==> config.mk <==
export PLATFORM = sky130hd
export DESIGN_NAME = hex_display_ctrl_flat
export DESIGN_NICKNAME = d
export VERILOG_FILES = /design/src/rtl/hex_display_ctrl_if.sv /design/src/rtl/hex_display_ctrl.sv /design/src/flat_wrapper.sv
export SDC_FILE = /design/constraint.sdc
export NUM_CORES = 1
export LEC_CHECK = 0
export CAP_MARGIN = 0
export CORE_MARGIN = 5
export CORE_UTILIZATION = 55
export CTS_BUF_LIST = sky130_fd_sc_hd__clkbuf_2 sky130_fd_sc_hd__clkbuf_4 sky130_fd_sc_hd__clkbuf_8
export CTS_CLUSTER_SIZE = 24
export DETAILED_ROUTE_END_ITERATION = 16
export PLACE_DENSITY = 0.83
export SETUP_SLACK_MARGIN = 0.3
export SYNTH_ARGS = -nofsm -noshare
export SYNTH_HDL_FRONTEND = slang
export SYNTH_SLANG_ARGS = --single-unit
==> constraint.sdc <==
create_clock -name clk -period 4.6 [get_ports clk]
set_input_delay 0.46 -clock clk [delete_from_list [all_inputs] [get_ports clk]]
set_output_delay 0.46 -clock clk [all_outputs]
set_load 0.01 [all_outputs]
==> src/rtl/hex_display_ctrl_if.sv <==
// Requester/display bundle for hex_display_ctrl: two valid/ready word ports,
// the hold control and the committed segment outputs.
interface hex_display_ctrl_if #(
  parameter int NUM_DIGITS = 4
);
  logic                      a_valid;
  logic [4*NUM_DIGITS-1:0]   a_data;
  logic                      a_ready;
  logic                      b_valid;
  logic [4*NUM_DIGITS-1:0]   b_data;
  logic                      b_ready;
  logic                      hold;
  logic [7*NUM_DIGITS-1:0]   seg_out;
  logic                      owner;
  logic                      busy;

  modport master (
    output a_valid, a_data, b_valid, b_data, hold,
    input  a_ready, b_ready, seg_out, owner, busy
  );

  modport slave (
    input  a_valid, a_data, b_valid, b_data, hold,
    output a_ready, b_ready, seg_out, owner, busy
  );
endinterface

==> src/rtl/hex_display_ctrl.sv <==
// Round-robin arbiter feeding a single hex-to-seven decoder that walks the
// digits one per cycle and commits the full segment bank in one edge.
module hex_display_ctrl #(
  parameter int NUM_DIGITS = 4
) (
  input  logic              clk,
  input  logic              rst_n,
  hex_display_ctrl_if.slave bus
);
  localparam int IDX_W = (NUM_DIGITS > 1) ? $clog2(NUM_DIGITS) : 1;
  localparam int SI_W  = IDX_W + 3;
  localparam int WW    = 4 * NUM_DIGITS;
  localparam int SW    = 7 * NUM_DIGITS;

  typedef enum logic {
    ST_IDLE   = 1'b0,
    ST_DECODE = 1'b1
  } state_e;

  state_e            state_q, state_d;
  logic [IDX_W-1:0]  idx_q, idx_d;
  logic              prio_a_q, prio_a_d;
  logic [WW-1:0]     word_q, word_d;
  logic              pend_owner_q, pend_owner_d;
  logic [SW-1:0]     shadow_q, shadow_d;
  logic [SW-1:0]     seg_q, seg_d;
  logic              owner_q, owner_d;

  logic              a_ready_s, b_ready_s;
  logic              grant_a_s, grant_b_s;
  logic [3:0]        nibble_s;
  logic [6:0]        dec_s;
  logic [SI_W-1:0]   slot_base_s;
  logic              last_s;

  // Active-low g..a pattern for one hex nibble
  function automatic logic [6:0] hex_to_seven(input logic [3:0] n);
    logic [6:0] p;
    case (n)
      4'h0:    p = 7'b1000000;
      4'h1:    p = 7'b1111001;
      4'h2:    p = 7'b0100100;
      4'h3:    p = 7'b0110000;
      4'h4:    p = 7'b0011001;
      4'h5:    p = 7'b0010010;
      4'h6:    p = 7'b0000010;
      4'h7:    p = 7'b1111000;
      4'h8:    p = 7'b0000000;
      4'h9:    p = 7'b0010000;
      4'hA:    p = 7'b0001000;
      4'hB:    p = 7'b0000011;
      4'hC:    p = 7'b1000110;
      4'hD:    p = 7'b0100001;
      4'hE:    p = 7'b0000110;
      4'hF:    p = 7'b0001110;
      default: p = 7'b1111111;
    endcase
    return p;
  endfunction

  // Arbitration, decode sequencing and commit next-state logic
  always_comb begin
    state_d      = state_q;
    idx_d        = idx_q;
    prio_a_d     = prio_a_q;
    word_d       = word_q;
    pend_owner_d = pend_owner_q;
    shadow_d     = shadow_q;
    seg_d        = seg_q;
    owner_d      = owner_q;
    a_ready_s    = 1'b0;
    b_ready_s    = 1'b0;
    grant_a_s    = 1'b0;
    grant_b_s    = 1'b0;
    nibble_s     = word_q[{idx_q, 2'b00} +: 4];
    dec_s        = hex_to_seven(nibble_s);
    slot_base_s  = SI_W'(idx_q) * SI_W'(7);
    last_s       = (idx_q == IDX_W'(NUM_DIGITS - 1));

    case (state_q)
      ST_IDLE: begin
        if (!bus.hold) begin
          a_ready_s = !bus.b_valid | prio_a_q;
          b_ready_s = !bus.a_valid | !prio_a_q;
        end else begin
          a_ready_s = 1'b0;
          b_ready_s = 1'b0;
        end
        grant_a_s = bus.a_valid & a_ready_s;
        grant_b_s = bus.b_valid & b_ready_s;
        if (grant_a_s || grant_b_s) begin
          state_d      = ST_DECODE;
          idx_d        = '0;
          word_d       = grant_a_s ? bus.a_data : bus.b_data;
          pend_owner_d = grant_b_s;
          // Favour whichever requester was not just served
          prio_a_d     = grant_b_s;
        end else begin
          state_d = ST_IDLE;
        end
      end
      ST_DECODE: begin
        shadow_d[slot_base_s +: 7] = dec_s;
        idx_d = idx_q + IDX_W'(1);
        if (last_s) begin
          // The final pattern bypasses the shadow so all digits land together
          state_d = ST_IDLE;
          idx_d   = '0;
          seg_d   = shadow_d;
          owner_d = pend_owner_q;
        end else begin
          state_d = ST_DECODE;
        end
      end
      default: begin
        state_d = ST_IDLE;
      end
    endcase
  end

  // State and datapath registers
  always_ff @(posedge clk or negedge rst_n) begin
    if (!rst_n) begin
      state_q      <= ST_IDLE;
      idx_q        <= '0;
      prio_a_q     <= 1'b1;
      word_q       <= '0;
      pend_owner_q <= 1'b0;
      shadow_q     <= '0;
      seg_q        <= {SW{1'b1}};
      owner_q      <= 1'b0;
    end else begin
      state_q      <= state_d;
      idx_q        <= idx_d;
      prio_a_q     <= prio_a_d;
      word_q       <= word_d;
      pend_owner_q <= pend_owner_d;
      shadow_q     <= shadow_d;
      seg_q        <= seg_d;
      owner_q      <= owner_d;
    end
  end

  assign bus.a_ready = a_ready_s;
  assign bus.b_ready = b_ready_s;
  assign bus.seg_out = seg_q;
  assign bus.owner   = owner_q;
  assign bus.busy    = (state_q == ST_DECODE);
endmodule

==> src/flat_wrapper.sv <==
// flat-port wrapper written by rule: the top's interface ports become plain ports
module hex_display_ctrl_flat 
#(
  parameter int NUM_DIGITS = 4
)
  (clk, rst_n, bus_a_valid, bus_a_data, bus_b_valid, bus_b_data, bus_hold, bus_a_ready, bus_b_ready, bus_seg_out, bus_owner, bus_busy);
  hex_display_ctrl_if #(.NUM_DIGITS(NUM_DIGITS)) bus_i ();
  input  logic clk;
  input  logic rst_n;
  input wire logic [$bits(bus_i.a_valid)-1:0] bus_a_valid;
  input wire logic [$bits(bus_i.a_data)-1:0] bus_a_data;
  input wire logic [$bits(bus_i.b_valid)-1:0] bus_b_valid;
  input wire logic [$bits(bus_i.b_data)-1:0] bus_b_data;
  input wire logic [$bits(bus_i.hold)-1:0] bus_hold;
  output wire logic [$bits(bus_i.a_ready)-1:0] bus_a_ready;
  output wire logic [$bits(bus_i.b_ready)-1:0] bus_b_ready;
  output wire logic [$bits(bus_i.seg_out)-1:0] bus_seg_out;
  output wire logic [$bits(bus_i.owner)-1:0] bus_owner;
  output wire logic [$bits(bus_i.busy)-1:0] bus_busy;
  assign bus_i.a_valid = bus_a_valid;
  assign bus_i.a_data = bus_a_data;
  assign bus_i.b_valid = bus_b_valid;
  assign bus_i.b_data = bus_b_data;
  assign bus_i.hold = bus_hold;
  assign bus_a_ready = bus_i.a_ready;
  assign bus_b_ready = bus_i.b_ready;
  assign bus_seg_out = bus_i.seg_out;
  assign bus_owner = bus_i.owner;
  assign bus_busy = bus_i.busy;
  hex_display_ctrl #(.NUM_DIGITS(NUM_DIGITS)) u_core (.clk(clk), .rst_n(rst_n), .bus(bus_i));
endmodule
==> impl.org, run 1 <==
** Floorplan
- The die covers a little under 9000 sq um.
- In this run the count of I/O pins placed on the die edge is around 70.
- Once the floorplan was initialized, standard cells occupied 56.8% of the core.
- Number of cell rows :: 30
- Vertical extent of the die :: around 94 microns
- In this run the standard cell core region covers 6830 sq um.
- Die Width :: between 90 and 100 microns

** Timing
- The worst path meets setup with 2.15 ns of slack.
- The final number of max-transition violations was 0.
- RSZ-0062 raised after global routing :: no
- For the final database, setup skew stands at 0.00760 ns.
- Transition time of the tightest slew-check pin :: around 1.1 ns
- Setup violation total in the final timing report :: 0
- Setup total negative slack on the finished layout was measured at 0 ns.
- Period minus WS final :: 2.45 ns
- Final Hold Fails :: 0
- The worst path uses between 50% and 60% of the clock period.
- Highest clock rate :: just over 400 MHz
- Measured against its own limit, the worst slew margin works out to 27.4%.

** Flow run
- Across the run, the number of max-cap violations was 0.

** Detailed routing
- Met2 wire length :: around 4000 microns
- Overall via count from detail_route :: between 2000 and 3000
- Summed over all layers, the routed wires come to ~8500 microns.
- Final ANT Viol Nets :: 0
- Number of DRC violations after detailed routing :: 0
- Wire segments on met3 add up to just under 500 microns in the final route.
- The detailed router put a total of about 3700 microns of wire on met1.
- The highest layer touched by signal routing is met4.
- Number of DRC markers after the initial detailed-route iteration :: slightly above 200
- After detailed routing, the average wire length per cell comes to 15.7 microns.
- Dividing the detail-routed via count by the number of cells gives 5.52.
- Before antenna repair, the detailed router went through 5 iterations.

** Placement
- Total placed cells including tap cells :: 524
- At the end of routability-driven placement, the weighted congestion stood at 0.799.
- Final HPWL DP :: about 6000 microns
- Pre-CTS WS :: 2.17 ns
- Input and output buffers added on the ports amount to between 60 and 70.

** Synthesis
- Distinct cell type count after synthesis :: 41
- After synthesis the netlist holds a flip-flop and latch count of 78.
- Share of synthesized area occupied by flip-flops and latches :: 51.3%
- Largest area contributor in the synthesized netlist :: dfrtp_1
- The cell count after synthesis came out at between 300 and 400.
- The average instance in the mapped netlist occupies between 10 and 15 sq um.
- Number of nets in the synthesized netlist :: ~430
- Syn Std Cell Area :: about 3900 sq um
- The top cell type by area accounts for a little under a third of the synthesized area.
- Yosys attributes the largest share of cell area to dfrtp_1 32%, dfstp_2 20%, o21ai_1 7.4%.
- Synthesis warning total :: 0

** Cells and area
- Synth-to-layout area growth :: 23.8%
- Sequential cell area :: about 2000 sq um
- Leaving out filler cells and counting taps, the final layout contains 540.
- The net count of the finished layout is roughly 490.
- Summing all multi-input logic gate instances after layout gives between 1500 and 2000 sq um.
- The post-route netlist has approximately 15% of its cells at a drive strength greater than 1.
- Cells fill ~70% of the core in the end.
- Counting the fill cells in the layout gives about 530.
- Antenna fix cells :: 0

** Clock tree
- # Post-CTS Setup Buffers :: 0
- Clock Root Buffer :: clkbuf_8
- Deepest level of the CTS H-tree :: 3
- TritonCTS clock tree :: yes
- Number of buffers created by CTS :: 9
- Longest Clk Path Bufs :: 2
- CTS sink count :: 78
- Cts repair resizes :: 0
- Number of buffers inserted by hold repair at cts :: 0
- The clock reaches the later pin of the worst-skew pair after about 0.35 ns.
- Clock-pin slew was measured on the worst setup and hold paths at around 0.080 ns.

** Power and ir drop
- Dividing total power by cell area gives a power density of ~760 nW/um^2.
- Largest vdd supply drop :: approximately 0.0004 V
- Overall power consumption after layout is estimated at around 3.6 mW.
- Leakage power total :: 1.93 nW

** Critical path
- Data on the critical path is required at its endpoint by between 4 and 5 ns.
- Measured in cells, the most critical reg-to-reg path has a length of 7.
- Critical Path Source Type :: register
- Slowest CP cell :: dfrtp_1
- Launch instance of the worst register-to-register path :: u_core.idx_q[0]
- R2R setup slack :: 2.15 ns
- Category of the most critical setup path :: reg2reg
- FF-to-FF End :: u_core.shadow_q[22]
- Tracing the worst setup path back leads to its startpoint at u_core.idx_q[0].
- Data arrives at the worst endpoint at ~2.7 ns.
- The critical path crosses 7 cells after its start point.
- STA classifies the critical path endpoint as a register.
- The critical path ends at u_core.shadow_q[22].
- Counting both buffers and inverters, the worst setup path holds a total of 1.
- Critical path's largest stage delay :: between 0.6 and 0.7 ns
- Walking the worst path, the cells encountered are mux4_2 -> inv_1 -> ha_1 -> nor2_1 -> a211oi_2 -> a31oi_4 -> o21ai_1.
- CP max FO :: 11
- Broken down by cell family, the worst path's largest delay share belongs to flip-flops.

** Global routing
- The via count of the first global-routing pass came to between 3000 and 4000.
- Maximum number of pins on one net before global-route repair :: 59
- GRT Residual Overflow :: 0
- Global routing used a little over a fifth of the available tracks across all layers.
- Antenna violations before repair :: 0
- Global-route wire length before repair :: between 10000 and 15000 microns

** Hold path
- Class of the most critical hold timing path :: in2async

** Status
- The flow ran to the end, and the final reports show no timing, DRC or antenna violations.
[routing by layer]
layer  global-route usage, %  up-vias
met3                    4.81       12
met1                    27.5     1410
met5                       0        -
met2                    34.4      100
met4                    6.02        0
li1                        -     1461
[through the flow]
step | hold WS (ns) | area [sq um]
final | 0.300 | 4800
after floorplan | 0.164 | 3880
after global routing | 0.413 | 4800
after global placement | 0.459 | 4590
after CTS | 0.349 | 4800
after detailed placement | 0.467 | 4590
[worst min path at each step]
stage,startpoint,endpoint,slack [ns],cells past startpoint
6_report,rst_n,u_core.bus.owner,0.30,1
5_1_grt,rst_n,u_core.bus.owner,0.41,1
4_1_cts,rst_n,u_core.bus.owner,0.35,1
3_5_place_dp,u_core.shadow_q[18],u_core.shadow_q[18],0.47,2
3_3_place_gp,u_core.shadow_q[5],u_core.shadow_q[5],0.46,2
2_1_floorplan,rst_n,u_core.bus.busy,0.16,0
[layout by cell type (no fill, tap or decap), types with 5 or more instances in the layout]
cell,n
o21ai_1,57
nor3_1,5
a21oi_1,44
ha_1,13
nand2_1,39
dfstp_2,29
nor3b_1,30
dfrtp_1,49
nor2_1,21
clkdlybuf4s50_1,67
mux2i_1,20
inv_1,6
clkbuf_8,11
nand3_1,7
[report_power, final]
part           switching, mW  internal (mW)
Combinational           1.11          0.734
Sequential             0.213           1.05
Clock                  0.247          0.280
[Yosys cell counts]
library cell,count
o221ai_2,1
buf_4,1
ha_1,13
a21oi_4,1
nor3_1,6
nand4_1,2
o21ai_2,1
or3b_1,1
a211oi_2,1
o21ai_0,4
o21ai_1,57
inv_2,1
nand2b_1,2
nand2_1,39
xor2_1,2
or3_1,1
a21oi_1,44
o31ai_1,1
a211oi_1,1
mux2i_2,3
mux2i_1,20
dfrtp_1,49
mux4_2,3
nand3_1,7
a31oi_4,1
a21boi_1,1
o22a_2,2
buf_1,4
buf_6,3
clkbuf_1,11
nor2b_1,1
buf_2,2
mux2_1,1
nor3_2,1
nor2_1,21
dfstp_2,29
a31oi_2,1
mux2_2,2
nor3b_1,30
and2_1,1
inv_1,6
[sequential cells by signal, indices dropped and copies added, names as in the netlist]
| register | flops |
|---|---|
| u_core.bus.busy | 1 |
| u_core.bus.owner | 1 |
| u_core.bus.seg_out | 28 |
| u_core.idx_q | 2 |
| u_core.pend_owner_q | 1 |
| u_core.prio_a_q | 1 |
| u_core.shadow_q | 28 |
| u_core.word_q | 16 |
[area by class of cell]
type	instances	area share, %
repair buffers	71	14.5
clock buffers	11	3.15
inverters	7	0.547
clock inverters	5	1.17
multi-input cells	272	36.7
flip-flops and latches	78	41.4
well taps	96	2.50
[cell families after synthesis]
group	synth area share, %
AO/OA/AOI/OAI	16.9
AND/OR/NAND/NOR	14.9
XOR/XNOR	0.452
flip-flops	51.3
buffers and inverters	3.45
adder cells (fa/ha/maj)	4.20
multiplexers	8.84
No activity file was read; power rests on OpenSTA's default activity.
==> run 2, diff against run 1 <==
==> constraint.sdc (replaced) <==
create_clock -name clk -period 2.3 [get_ports clk]
set_input_delay 0.23 -clock clk [delete_from_list [all_inputs] [get_ports clk]]
set_output_delay 0.23 -clock clk [all_outputs]
set_load 0.01 [all_outputs]
==> run 2 against run 1 <==
Maximum frequency rose by 19%; global-route usage rose by 1.4 points; via count rose by 7.7%; final cell count rose by 4.3%; non-clock buffer count rose by 22; critical path type unchanged; hold slack improved by 0.096 ns.
==> impl.org, run 2 (synthesis gave the netlist of run 1 again) <==
** Detailed routing
- Detailed route wirelength on metal3 :: 477 microns (was 491 microns)
- The total length of routed met2 wires is 4860 microns (was 4110 microns).
- Wire length on met1 :: 4290 microns (was 3720 microns)
- Post-DR wirelength/cell :: 17.5 microns (was 15.7 microns)
- The via count normalized by instance count came to 5.71 (was 5.52).
- Final ANT Viol Nets :: 0 (unchanged)
- Overall via count from detail_route :: 3212 (was 2983)
- Detailed Route WL :: 9860 microns (was 8460 microns)
- Highest metal layer used by the detailed router :: met4 (unchanged)
- Number of DRC markers after the initial detailed-route iteration :: 166 (was 203)
- The first-pass detailed-route iteration total came to 4 (was 5).
- The post-route DRC violation count came to 0 (unchanged).

** Cells and area
- Synth-to-layout area growth :: 35.8% (was 23.8%)
- Sequential cell area :: 1990 sq um (about the same)
- The end-of-flow core utilization is 77.1% (was 70.3%).
- Most used cells in the layout excluding fill and tap cells: 67 x clkdlybuf4s50_1, 48 x o21ai_1, 47 x dfrtp_1 (was 67 x clkdlybuf4s50_1, 57 x o21ai_1, 49 x dfrtp_1).
- Fill count :: 448 (was 533)
- The fraction of final layout cells with drive strength greater than 1 came to 26.6% (was 15.3%).
- The most common cell after layout, fill and taps aside is clkdlybuf4s50_1 (unchanged).
- The layout net count came to 512 (was 489).
- Combined area of the multi-input logic cells :: 1990 sq um (was 1760 sq um)
- The number of antenna diodes came to 0 (unchanged).

** Flow run
- Max-capacitance violation count :: 0 (unchanged)

** Critical path
- The endpoint class of the critical path is a register (unchanged).
- The worst reg2reg path startpoint is u_core.idx_q[0] (unchanged).
- R2R setup slack :: 0.24 ns (was 2.15 ns)
- The worst reg2reg path endpoint is u_core.shadow_q[26] (was u_core.shadow_q[22]).
- The critical path class was reg2reg (unchanged).
- Crit path required time :: 2.58 ns (was 4.83 ns)
- The worst path arrival time came to 2.34 ns (was 2.68 ns).
- The largest driver fanout on the critical path was 8 (was 11).
- The cell count of the worst reg-to-reg path is 7 (unchanged).
- Critical Path Source Type :: register (unchanged)

** Timing
- Transition time of the tightest slew-check pin :: 0.576 ns (was 1.09 ns)
- The worst clock skew on the final layout is 0.00913 ns (was 0.00760 ns).
- Final count of pins violating max slew :: 0 (unchanged)
- Tcrit/Tclk final :: 89.7% (was 53.3%)
- Setup violation total in the final timing report :: 0 (unchanged)
- Period minus WS final :: 2.06 ns (was 2.45 ns)
- Worst slew margin relative to its limit :: 61.6% (was 27.4%)
- RSZ-0062 raised after global routing: yes (was no).
- The final sum of negative setup slack is 0 ns (unchanged).
- The count of endpoints failing hold in the final timing report is 0 (unchanged).
- Highest clock rate :: 485 MHz (was 408 MHz)

** Global routing
- Via count of the first global-routing pass :: 3143 (was 3055)
- The number of antenna violations at the first check in global routing came to 0 (unchanged).
- GRT Residual Overflow :: 0 (unchanged)
- The first-pass GRT wire length is 15200 microns (was 14500 microns).
- Global-route usage over all layers :: 22.2% (was 20.8%)
- The maximum number of pins on one net before global-route repair was 55 (was 59).

** Floorplan
- Core footprint :: 6830 sq um (unchanged)
- Number of I/O pins :: 69 (unchanged)
- The width of the chip was 94.0 microns (unchanged).
- Starting density of the core :: 56.8% (unchanged)
- The total die area came to 8830 sq um (unchanged).
- The row count came to 30 (unchanged).
- The die height was 94.0 microns (unchanged).

** Placement
- The final RePlAce weighted congestion is 0.861 (was 0.799).
- Final HPWL DP :: 6240 microns (was 6020 microns)
- The count of input and output buffers is 68 (unchanged).

** Clock tree
- Number of buffers created by CTS :: 9 (unchanged)
- The clock tree from TritonCTS was yes (unchanged).
- The source-to-sink clock delay at the later pin of the worst-skew pair was 0.36 ns (was 0.35 ns).
- Clock transition at the registers of the reported paths :: 0.08 ns (about the same)
- The number of clock sinks came to 78 (unchanged).
- The maximum clock insertion buffer count is 2 (unchanged).
- Clock Root Buffer :: clkbuf_8 (unchanged)
- The number of H-tree levels was 3 (unchanged).

** Status
- Run status: complete, no violations (unchanged).

** Power and ir drop
- The power density of the placed cells came to 1690 nW/um^2 (was 757 nW/um^2).
- The largest vdd supply drop was 0.000841 V (was 0.000407 V).
- Leakage power total :: 2.10 nW (was 1.93 nW)

** Hold path
- Class of the most critical hold timing path :: in2async (unchanged)
-- run 2: cell types whose count changed in the layout (fill, tap and decap cells not counted), sizes merged --
cell / change
clkinvlp: -1
dlygate4sd3: +1
clkbuf: +1
clkinv: +2
bufinv: -1
mux4: +1
inv: -1
buf: +21
-- run 2: timing repair --
action / 4_1_cts / 5_1_grt
buffers inserted: 5 / 11
pin swaps: 3 / 14
hold buffers: 1 / 0
cloned: 1 / 0
setup endpoints to repair: 55 / 57
resized for setup: 8 / 42
hold endpoints to repair: 11 / 0
-- run 2: worst max-delay path, stage by stage, from the launching register on --
cell	delay, ns
dfrtp_2	0.41
mux4_2	0.60
inv_4	0.14
ha_4	0.17
nand2_1	0.07
a21boi_1	0.15
o22a_4	0.27
o21ai_1	0.18
-- run 2: worst max path at each step --
stage | slack, ns | startpoint | endpoint
detailed placement | 0.08 | u_core.idx_q[1] | u_core.shadow_q[17]
global placement | 0.13 | u_core.idx_q[1] | u_core.shadow_q[24]
CTS | 0.26 | u_core.idx_q[0] | u_core.bus.seg_out[14]
finish | 0.24 | u_core.idx_q[0] | u_core.shadow_q[26]
floorplan | 0.29 | u_core.idx_q[0] | u_core.shadow_q[8]
global route | 0.18 | u_core.idx_q[0] | u_core.shadow_q[26]
-- run 2: metrics by stage --
step	power, mW	instance area (sq um)	std cells	setup slack [ns]	hold WS (ns)
2_1_floorplan	4.99	3880	378	0.287	-0.0656
3_3_place_gp	6.21	4660	529	0.135	0.249
3_5_place_dp	6.38	4660	529	0.0848	0.256
4_1_cts	7.69	4950	552	0.262	0.402
5_1_grt	9.37	5260	563	0.177	0.465
6_report	8.88	5260	563	0.238	0.396
-- run 2: layout make-up --
type	instances	area share, %
repair buffers	93	18.2
clock buffers	12	2.90
inverters	7	0.594
well taps	96	2.28
flip-flops and latches	78	37.8
multi-input cells	273	37.7
clock inverters	4	0.452
-- run 2: per-layer routing --
metal | global-route usage (%) | vias up
met3 | 4.49 | 20
met2 | 35.0 | 118
met5 | 0 | -
li1 | - | 1516
met4 | 11.4 | 0
met1 | 29.0 | 1558
-- run 2: where the power goes --
group,total (mW),switching [mW],internal [mW],leakage [nW]
Combinational,5.45,2.93,2.52,1.08
Sequential,2.49,0.389,2.10,0.919
Clock,0.939,0.497,0.442,0.0969
==> run 3, diff against run 2 <==
--- a/config.mk
+++ b/config.mk
@@ -13,6 +13,7 @@
 export DETAILED_ROUTE_END_ITERATION = 16
 export PLACE_DENSITY = 0.83
 export SETUP_SLACK_MARGIN = 0.3
+export SLEW_MARGIN = 20
 export SYNTH_ARGS = -nofsm -noshare
 export SYNTH_HDL_FRONTEND = slang
 export SYNTH_SLANG_ARGS = --single-unit
==> results of run 3 <==
No change in the layout: final DEF, timing and power equal those of run 2.
